$ cat src/rtl/bcd_serial_add_ctrl_if.sv
// Handshake and data bundle for bcd_serial_add_ctrl.
// The `sub` signal exists only when BCD_SUB_EN is defined.
interface bcd_serial_add_ctrl_if #(
  parameter int DIGITS = 4
);
  logic                  in_valid;
  logic                  in_ready;
  logic [4*DIGITS-1:0]   a;
  logic [4*DIGITS-1:0]   b;
  logic                  cin;
  logic                  out_valid;
  logic                  out_ready;
  logic [4*DIGITS-1:0]   sum;
  logic                  cout;
  logic                  err;
  logic                  busy;
`ifdef BCD_SUB_EN
  logic                  sub;
`endif

  modport master (
`ifdef BCD_SUB_EN
    output sub,
`endif
    output in_valid, a, b, cin, out_ready,
    input  in_ready, out_valid, sum, cout, err, busy
  );

  modport slave (
`ifdef BCD_SUB_EN
    input  sub,
`endif
    input  in_valid, a, b, cin, out_ready,
    output in_ready, out_valid, sum, cout, err, busy
  );
endinterface

$ cat src/rtl/bcd_serial_add_ctrl.sv
// Digit-serial BCD adder: one shared digit stage walks the operands LSD first.
// Optional macro BCD_SUB_EN adds ten's-complement subtraction via a `sub` input.
module bcd_serial_add_ctrl #(
  parameter int DIGITS = 4
) (
  input  logic                  clk,
  input  logic                  rst,
  bcd_serial_add_ctrl_if.slave  bus
);
  localparam int W  = 4 * DIGITS;
  localparam int CW = (DIGITS > 1) ? $clog2(DIGITS) : 1;
  localparam logic [CW-1:0] LAST_DIGIT = CW'(DIGITS - 1);

  typedef enum logic [1:0] {
    S_IDLE = 2'd0,
    S_RUN  = 2'd1,
    S_DONE = 2'd2
  } state_t;

  state_t            r_state;
  state_t            w_state_nx;
  logic [W-1:0]      r_a;
  logic [W-1:0]      r_b;
  logic [W-1:0]      r_sum;
  logic [CW-1:0]     r_cnt;
  logic              r_carry;
  logic              r_cout;
  logic              r_err;
  logic              r_in_ready;
  logic              r_out_valid;
  logic              r_busy;
  logic [CW+1:0]     w_base;
  logic [3:0]        w_a_dig;
  logic [3:0]        w_b_dig;
  logic [3:0]        w_b_eff;
  logic [4:0]        w_res;
  logic              w_bad;
  logic              w_last;
  logic              w_accept;
`ifdef BCD_SUB_EN
  logic              r_sub;
`endif

  // Returns {carry, digit}; the +6 correction is applied for any sum above 9.
  function automatic logic [4:0] bcd_digit_add(input logic [3:0] x, input logic [3:0] y,
                                               input logic c);
    logic [4:0] t;
    logic [4:0] adj;
    logic [4:0] res;
    t   = {1'b0, x} + {1'b0, y} + {4'd0, c};
    adj = t + 5'd6;
    if (t > 5'd9) begin
      res = {1'b1, adj[3:0]};
    end else begin
      res = {1'b0, t[3:0]};
    end
    return res;
  endfunction

  function automatic logic digit_invalid(input logic [3:0] d);
    return (d > 4'd9);
  endfunction

  assign w_base   = {r_cnt, 2'b00};
  assign w_a_dig  = r_a[w_base +: 4];
  assign w_b_dig  = r_b[w_base +: 4];
`ifdef BCD_SUB_EN
  assign w_b_eff  = r_sub ? (4'd9 - w_b_dig) : w_b_dig;
`else
  assign w_b_eff  = w_b_dig;
`endif
  assign w_res    = bcd_digit_add(w_a_dig, w_b_eff, r_carry);
  assign w_bad    = digit_invalid(w_a_dig) | digit_invalid(w_b_dig);
  assign w_last   = (r_cnt == LAST_DIGIT);
  assign w_accept = (r_state == S_IDLE) && bus.in_valid;

  // State register.
  always_ff @(posedge clk) begin
    if (rst) begin
      r_state <= S_IDLE;
    end else begin
      r_state <= w_state_nx;
    end
  end

  // Next-state decode.
  always_comb begin
    w_state_nx = r_state;
    case (r_state)
      S_IDLE: begin
        if (bus.in_valid) begin
          w_state_nx = S_RUN;
        end else begin
          w_state_nx = S_IDLE;
        end
      end
      S_RUN: begin
        if (w_last) begin
          w_state_nx = S_DONE;
        end else begin
          w_state_nx = S_RUN;
        end
      end
      S_DONE: begin
        if (bus.out_ready) begin
          w_state_nx = S_IDLE;
        end else begin
          w_state_nx = S_DONE;
        end
      end
      default: w_state_nx = S_IDLE;
    endcase
  end

  // Handshake flags registered from the next state so they track r_state exactly.
  always_ff @(posedge clk) begin
    if (rst) begin
      r_in_ready  <= 1'b1;
      r_out_valid <= 1'b0;
      r_busy      <= 1'b0;
    end else begin
      r_in_ready  <= (w_state_nx == S_IDLE);
      r_out_valid <= (w_state_nx == S_DONE);
      r_busy      <= (w_state_nx != S_IDLE);
    end
  end

  // Operand latch and per-digit datapath; the counter parks on the last digit.
  always_ff @(posedge clk) begin
    if (rst) begin
      r_a     <= '0;
      r_b     <= '0;
      r_sum   <= '0;
      r_cnt   <= '0;
      r_carry <= 1'b0;
      r_cout  <= 1'b0;
      r_err   <= 1'b0;
`ifdef BCD_SUB_EN
      r_sub   <= 1'b0;
`endif
    end else if (w_accept) begin
      r_a     <= bus.a;
      r_b     <= bus.b;
      r_sum   <= '0;
      r_cnt   <= '0;
      r_err   <= 1'b0;
`ifdef BCD_SUB_EN
      r_sub   <= bus.sub;
      r_carry <= bus.sub ? 1'b1 : bus.cin;
`else
      r_carry <= bus.cin;
`endif
    end else if (r_state == S_RUN) begin
      r_sum[w_base +: 4] <= w_res[3:0];
      r_carry            <= w_res[4];
      r_err              <= r_err | w_bad;
      if (w_last) begin
        r_cout <= w_res[4];
      end else begin
        r_cnt  <= r_cnt + CW'(1);
      end
    end
  end

  assign bus.in_ready  = r_in_ready;
  assign bus.out_valid = r_out_valid;
  assign bus.busy      = r_busy;
  assign bus.sum       = r_sum;
  assign bus.cout      = r_cout;
  assign bus.err       = r_err;
endmodule

$ cat src/flat_wrapper.sv
// flat-port wrapper written by rule: the top's interface ports become plain ports
module bcd_serial_add_ctrl_flat 
#(
  parameter int DIGITS = 4
)
  (clk, rst, bus_in_valid, bus_a, bus_b, bus_cin, bus_out_ready, bus_in_ready, bus_out_valid, bus_sum, bus_cout, bus_err, bus_busy);
  bcd_serial_add_ctrl_if #(.DIGITS(DIGITS)) bus_i ();
  input  logic clk;
  input  logic rst;
  input wire logic [$bits(bus_i.in_valid)-1:0] bus_in_valid;
  input wire logic [$bits(bus_i.a)-1:0] bus_a;
  input wire logic [$bits(bus_i.b)-1:0] bus_b;
  input wire logic [$bits(bus_i.cin)-1:0] bus_cin;
  input wire logic [$bits(bus_i.out_ready)-1:0] bus_out_ready;
  output wire logic [$bits(bus_i.in_ready)-1:0] bus_in_ready;
  output wire logic [$bits(bus_i.out_valid)-1:0] bus_out_valid;
  output wire logic [$bits(bus_i.sum)-1:0] bus_sum;
  output wire logic [$bits(bus_i.cout)-1:0] bus_cout;
  output wire logic [$bits(bus_i.err)-1:0] bus_err;
  output wire logic [$bits(bus_i.busy)-1:0] bus_busy;
  assign bus_i.in_valid = bus_in_valid;
  assign bus_i.a = bus_a;
  assign bus_i.b = bus_b;
  assign bus_i.cin = bus_cin;
  assign bus_i.out_ready = bus_out_ready;
  assign bus_in_ready = bus_i.in_ready;
  assign bus_out_valid = bus_i.out_valid;
  assign bus_sum = bus_i.sum;
  assign bus_cout = bus_i.cout;
  assign bus_err = bus_i.err;
  assign bus_busy = bus_i.busy;
  bcd_serial_add_ctrl #(.DIGITS(DIGITS)) u_core (.clk(clk), .rst(rst), .bus(bus_i));
endmodule
$ cat config.mk
export PLATFORM = sky130hd
export DESIGN_NAME = bcd_serial_add_ctrl_flat
export DESIGN_NICKNAME = d
export VERILOG_FILES = /design/src/rtl/bcd_serial_add_ctrl_if.sv /design/src/rtl/bcd_serial_add_ctrl.sv /design/src/flat_wrapper.sv
export SDC_FILE = /design/constraint.sdc
export NUM_CORES = 1
export LEC_CHECK = 0
export ABC_AREA = 1
export BUFFER_PORTS_ARGS = -buffer_cell sky130_fd_sc_hd__buf_2
export CAP_MARGIN = 10
export CORE_AREA = 2 2 64 96
export CTS_BUF_LIST = sky130_fd_sc_hd__clkbuf_2 sky130_fd_sc_hd__clkbuf_4 sky130_fd_sc_hd__clkbuf_8
export CTS_CLUSTER_SIZE = 20
export DETAILED_ROUTE_END_ITERATION = 10
export DIE_AREA = 0 0 66 98
export PLACE_DENSITY = 0.72
export SLEW_MARGIN = 20
export SYNTH_ARGS = -nofsm -noshare
export SYNTH_HDL_FRONTEND = slang
export SYNTH_SLANG_ARGS = --single-unit
$ cat constraint.sdc
create_clock -name clk -period 3.5 [get_ports clk]
set_input_delay 0.175 -clock clk [delete_from_list [all_inputs] [get_ports clk]]
set_output_delay 0.175 -clock clk [all_outputs]
set_load 0.02 [all_outputs]
[Word level (Yosys, flattened, before mapping)]
Index checks and enable logic that the tools add are counted.
Word-level totals
  register bits: 58
  output and inout port bits: 21
Cells by class
  $add $sub $neg: 5
  order comparisons: 3
  equal/unequal tests: 4
  shifts and indexed selects: 4
  mux-type cells: 8
  bitwise gates (word level): 4
  reductions and logical operators: 8
Operators by type and width (count)
  $shiftx 16x5->4: 2
  $bwmux 16: 1
  $shift 4x6->16 const A: 1
  $shiftx 4x6->16: 1
  $gt 4x4->1 const B: 2
  $eq 2x2->1 const B: 3
  $neg 4->6: 1
  $pmux 2 s3: 1
  $add 4x4->5: 1
  $add 5x1->5: 1
  $gt 5x4->1 const B: 1
  $mux 5: 1
  $add 4x3->4 const B: 1
  $logic_not 2->1: 2
  $mux 2: 2
  $reduce_bool 2->1: 2
  $mux 1: 3
  $reduce_and 3->1: 1
  $add 2x1->2 const B: 1
  $eq 2x1->1 const B: 1
  $not 1->1: 2
  $or 1x1->1: 2
  $reduce_and 2->1: 1
  $reduce_or 2->1: 1
  $logic_and 1x1->1: 1

[Depth between registers and ports, before layout]
  word-level depth: 7
  gate-level depth with buffers: 21
  depth with buffers taken out: 20

[Worst setup path before layout]
Ideal clock, no wire load.
  path kind: reg2reg
  from: register u_core.r_cnt[0]
  to: register u_core.r_sum[15] (netlist: u_core.bus.sum[15])
  setup time: 117 ps
  arrival time: 2922 ps
  required time: 3383 ps
  path slack: 460 ps
  stages on the path, launching flop included: 20
  clock period less this slack: 3040 ps
  path through: dfxtp_1 -> buf_4 -> buf_6 -> buf_2 -> o21ai_0 -> o22ai_1 -> fa_1 -> fa_1 -> inv_1 -> ha_1 -> inv_1 -> nor2_1 -> a21oi_2 -> nand2_2 -> nand2_4 -> nand2_2 -> nand4_2 -> nor2_1 -> nor2_1 -> nor2_1
On the way
  longest elaborated chain between the ends: 7
RTL lines
  from (decl): RTL line bcd_serial_add_ctrl.sv:25  | logic [CW-1:0] r_cnt;
  from (signal assigned): RTL line bcd_serial_add_ctrl.sv:160  | r_cnt <= r_cnt + CW'(1);
  $shiftx 16x5->4, on equally long branches: RTL line bcd_serial_add_ctrl.sv:65, bcd_serial_add_ctrl.sv:66
  $add 4x4->5: RTL line bcd_serial_add_ctrl.sv:50  | t = {1'b0, x} + {1'b0, y} + {4'd0, c};
  $add 5x1->5: RTL line bcd_serial_add_ctrl.sv:50
  $add 4x3->4 / $gt 5x4->1 (equally long branches): RTL line bcd_serial_add_ctrl.sv:51, bcd_serial_add_ctrl.sv:52
  $mux 5: RTL line bcd_serial_add_ctrl.sv:52  | if (t > 5'd9) begin
  $shiftx 4x6->16: RTL line bcd_serial_add_ctrl.sv:154  | r_sum[w_base +: 4] <= w_res[3:0];
  $bwmux 16 (*): RTL line bcd_serial_add_ctrl.sv:154
  to (signal, indexed assignment): RTL line bcd_serial_add_ctrl.sv:154
  to (decl): RTL line bcd_serial_add_ctrl.sv:24  | logic [W-1:0] r_sum;
Every way passes the cells marked *; elsewhere a longest branch is shown, timed or not.
A chain may end at the register's enable or synchronous reset.

[Worst setup path in the final report]
Ends and elaborated chain as after synthesis.

==> flow_metrics.py <==
metrics = {
    "setup_path": {
        "cp_cell_sequence": "inv_1, o21ai_0, o22ai_1, fa_1, fa_1, inv_1, ha_1, inv_1, nor2_1, a21oi_2, nand2_2, nand2_4, nand2_2, nand4_2, nor2_1, nor2_1, nor2_1",
        "crit_arrival_ns": 3.26,
        "critPathRequiredTime_ns": 3.71,
        "worst-path-buf-inv": 3,
        "crit_type": "register to register",
        "startpoint": "u_core.r_cnt[0]",
        "crit_fanout": 14,
        "crit_top_cell": "nor2_1",
        "worstSetupEndpointType": "register",
        "cp_slowest_cell": "fa_1",
        "path_delay_family": "adder cells",
        "startpoint_type": "register",
        "worstReg2RegStart": "u_core.r_cnt[0]",
        "critPathMaxStageDelay_ns": 0.55,
    },
    "timing": {
        "relSlewSlack": 0.5023,
        "tns_ns": 0,
        "setup_ws_ns": 0.4470,
        "period_share": 0.8723,
        "setup-violations-final": 0,
        "hold_viol_final": 0,
        "finalMaxSlewViolations": 0,
        "skew_ns": 0.006728,
        "rsz0062_at_grt": "false",
        "fmax_ghz": 0.3276,
        "min_period_ns": 3.053,
        "worst_slew_pin_slew_ns": 0.7448,
    },
    "route": {
        "vias": 2560,
        "first_iter_violations": 136,
        "totalWireLength_um": 6165,
        "drc": 0,
        "first_pass_iters": 4,
        "routed_via_density": 5.049,
        "antenna_left": 0,
        "wl_per_cell_um": 12.16,
    },
    "grt": {
        "grt_pass1_wl_um": 10570,
        "overflow": 0,
        "grt_use_total": 0.2096,
        "grt_max_degree": 35,
        "first_global_vias": 2475,
        "grt_antenna_before_repair": 0,
    },
    "cts": {
        "clk_latency_ns": 0.35,
        "post_cts_resized": 0,
        "clk_pin_slew_ns": 0.06,
        "tritoncts": "done",
        "clock-sinks": 58,
        "cts_made_buffers": 9,
        "ctsRootBufferMaster": "clkbuf_8",
        "ctsHoldBuffers": 0,
        "cts_buffer_depth": 2,
        "cts_setup_buffers": 0,
        "htree_levels": 3,
    },
    "logic_synthesis": {
        "ys_warn_count": 0,
        "synth_edf_count": 0,
        "synthTopCellsByArea": "dfxtp_1 43%, nor2_1 11%, o21ai_0 8.3%, nand2_1 7.9%, a21oi_1 5.3%",
        "synth_fp_nets": 422,
        "synth_cell_types": 32,
        "synth_top_cell_area_share": 0.4261,
        "netlist_area_um2": 2725,
        "seq_area_frac_synth": 0.4261,
        "synth_top_area_cell": "dfxtp_1",
        "synthCells": 373,
        "async_reset_ff_frac": 0,
        "synth-seq-cells": 58,
        "avgSynthCellArea_um2": 7.306,
        "synth_ff_type": "dfxtp_1",
    },
    "cells_and_area": {
        "fillers": 579,
        "nets": 480,
        "area_growth_pct": 19.83,
        "regArea_um2": 1161,
        "most-common-layout-cells": "79 x nor2_1, 58 x dfxtp_1, 57 x nand2_1, 57 x buf_2, 45 x o21ai_0",
        "diodes": 0,
        "final_common_cell": "nor2_1",
        "multi_input_area_um2": 1360,
        "layout-drive-gt1-share": 0.2115,
    },
    "place": {
        "post-place-ws_ns": 0.4985,
        "io_buffer_count": 57,
        "place.gp.congestion": 0.8759,
        "dpl.hpwl_um": 4676,
    },
    "worst_hold_path": {
        "min_from": "rst",
        "hold_class": "input pin to register",
    },
    "floorplan": {
        "coreArea_um2": 5700,
        "die_width_um": 66,
        "start_util": 0.4781,
        "dieArea_um2": 6468,
        "num_rows": 34,
        "ioPinCount": 58,
        "fp.dieH_um": 98,
    },
    "pwr": {
        "leakage_uw": 0.001518,
        "power_density_nw_per_um2": 550.7,
        "ir_worst_vdd_uv": 351.1,
    },
    "run": {
        "cap_viol_max_count": 0,
    },
    "status": {
        "status": "finished, final reports clean",
    },
}
[area by class of cell]
type                    count  share of cell area
clock buffers              13             0.05287
inverters                  33             0.03793
clock inverters             2             0.01073
flip-flops and latches     58              0.3556
multi-input cells         267              0.4165
well taps                  72             0.02759
repair buffers             62             0.09885
[synth_stat cells (2+ instances only)]
master    instances
nand4_1           5
inv_1            31
o21ai_0          45
nor2_1           79
buf_4             2
nand2_1          57
clkbuf_1          5
dfxtp_1          58
ha_1             10
nand3_1          16
buf_2             7
fa_1              2
o22ai_1           3
a21oi_1          29
nand2_2           7
[power breakdown]
part | internal (µW) | switching, µW
registers | 702 | 20.9
clock network | 390 | 257
logic | 148 | 281
[state kept, by name, indices dropped and copies added, names as in the netlist]
register,count
u_core.r_a,16
u_core.r_b,16
u_core.bus.sum,16
u_core.r_carry,1
u_core.bus.busy,1
u_core.bus.cout,1
u_core.r_state,2
u_core.bus.out_valid,1
u_core.bus.err,1
u_core.r_cnt,2
u_core.bus.in_ready,1
[through the flow]
stage	instances	hold WS, ns	total power, µW	utilization	instance area (µm²)
after detailed placement	492	0.4180	1164	0.5364	3058
final	507	0.05221	1798	0.5729	3266
after CTS	507	0.05356	1803	0.5729	3266
after global placement	492	0.4047	1147	0.5364	3058
after floorplan	373	0.2441	1061	-	2725
after global routing	507	0.08803	1892	0.5729	3266
[layer usage]
| metal | GRT usage | routed length, µm | vias up |
|---|---|---|---|
| met4 | 0.1052 | 138 | 0 |
| met5 | 0 | 0 | - |
| li1 | - | - | 1331 |
| met3 | 0.03802 | 278 | 13 |
| met2 | 0.3815 | 3282 | 62 |
| met1 | 0.2236 | 2465 | 1154 |
[cell families after synthesis]
kind of cell / after synthesis / synth area share
buffers and inverters: 48 / 0.07483
adders and majority gates: 12 / 0.06061
DFF: 58 / 0.4261
AOI/OAI and AO/OA: 83 / 0.1635
and+or+nand+nor: 172 / 0.2750
[path summary, 6_finish.rpt]
| check | slack [ns] | cells past startpoint | to |
|---|---|---|---|
| worst max-delay path | 0.45 | 17 | u_core.bus.sum[15] |
| worst max register to register | 0.45 | 17 | u_core.bus.sum[15] |
| worst min register to register | 0.46 | 2 | u_core.bus.sum[11] |
| worst min-delay path | 0.05 | 2 | u_core.r_state[1] |
No activity file was read; power rests on OpenSTA's default activity.
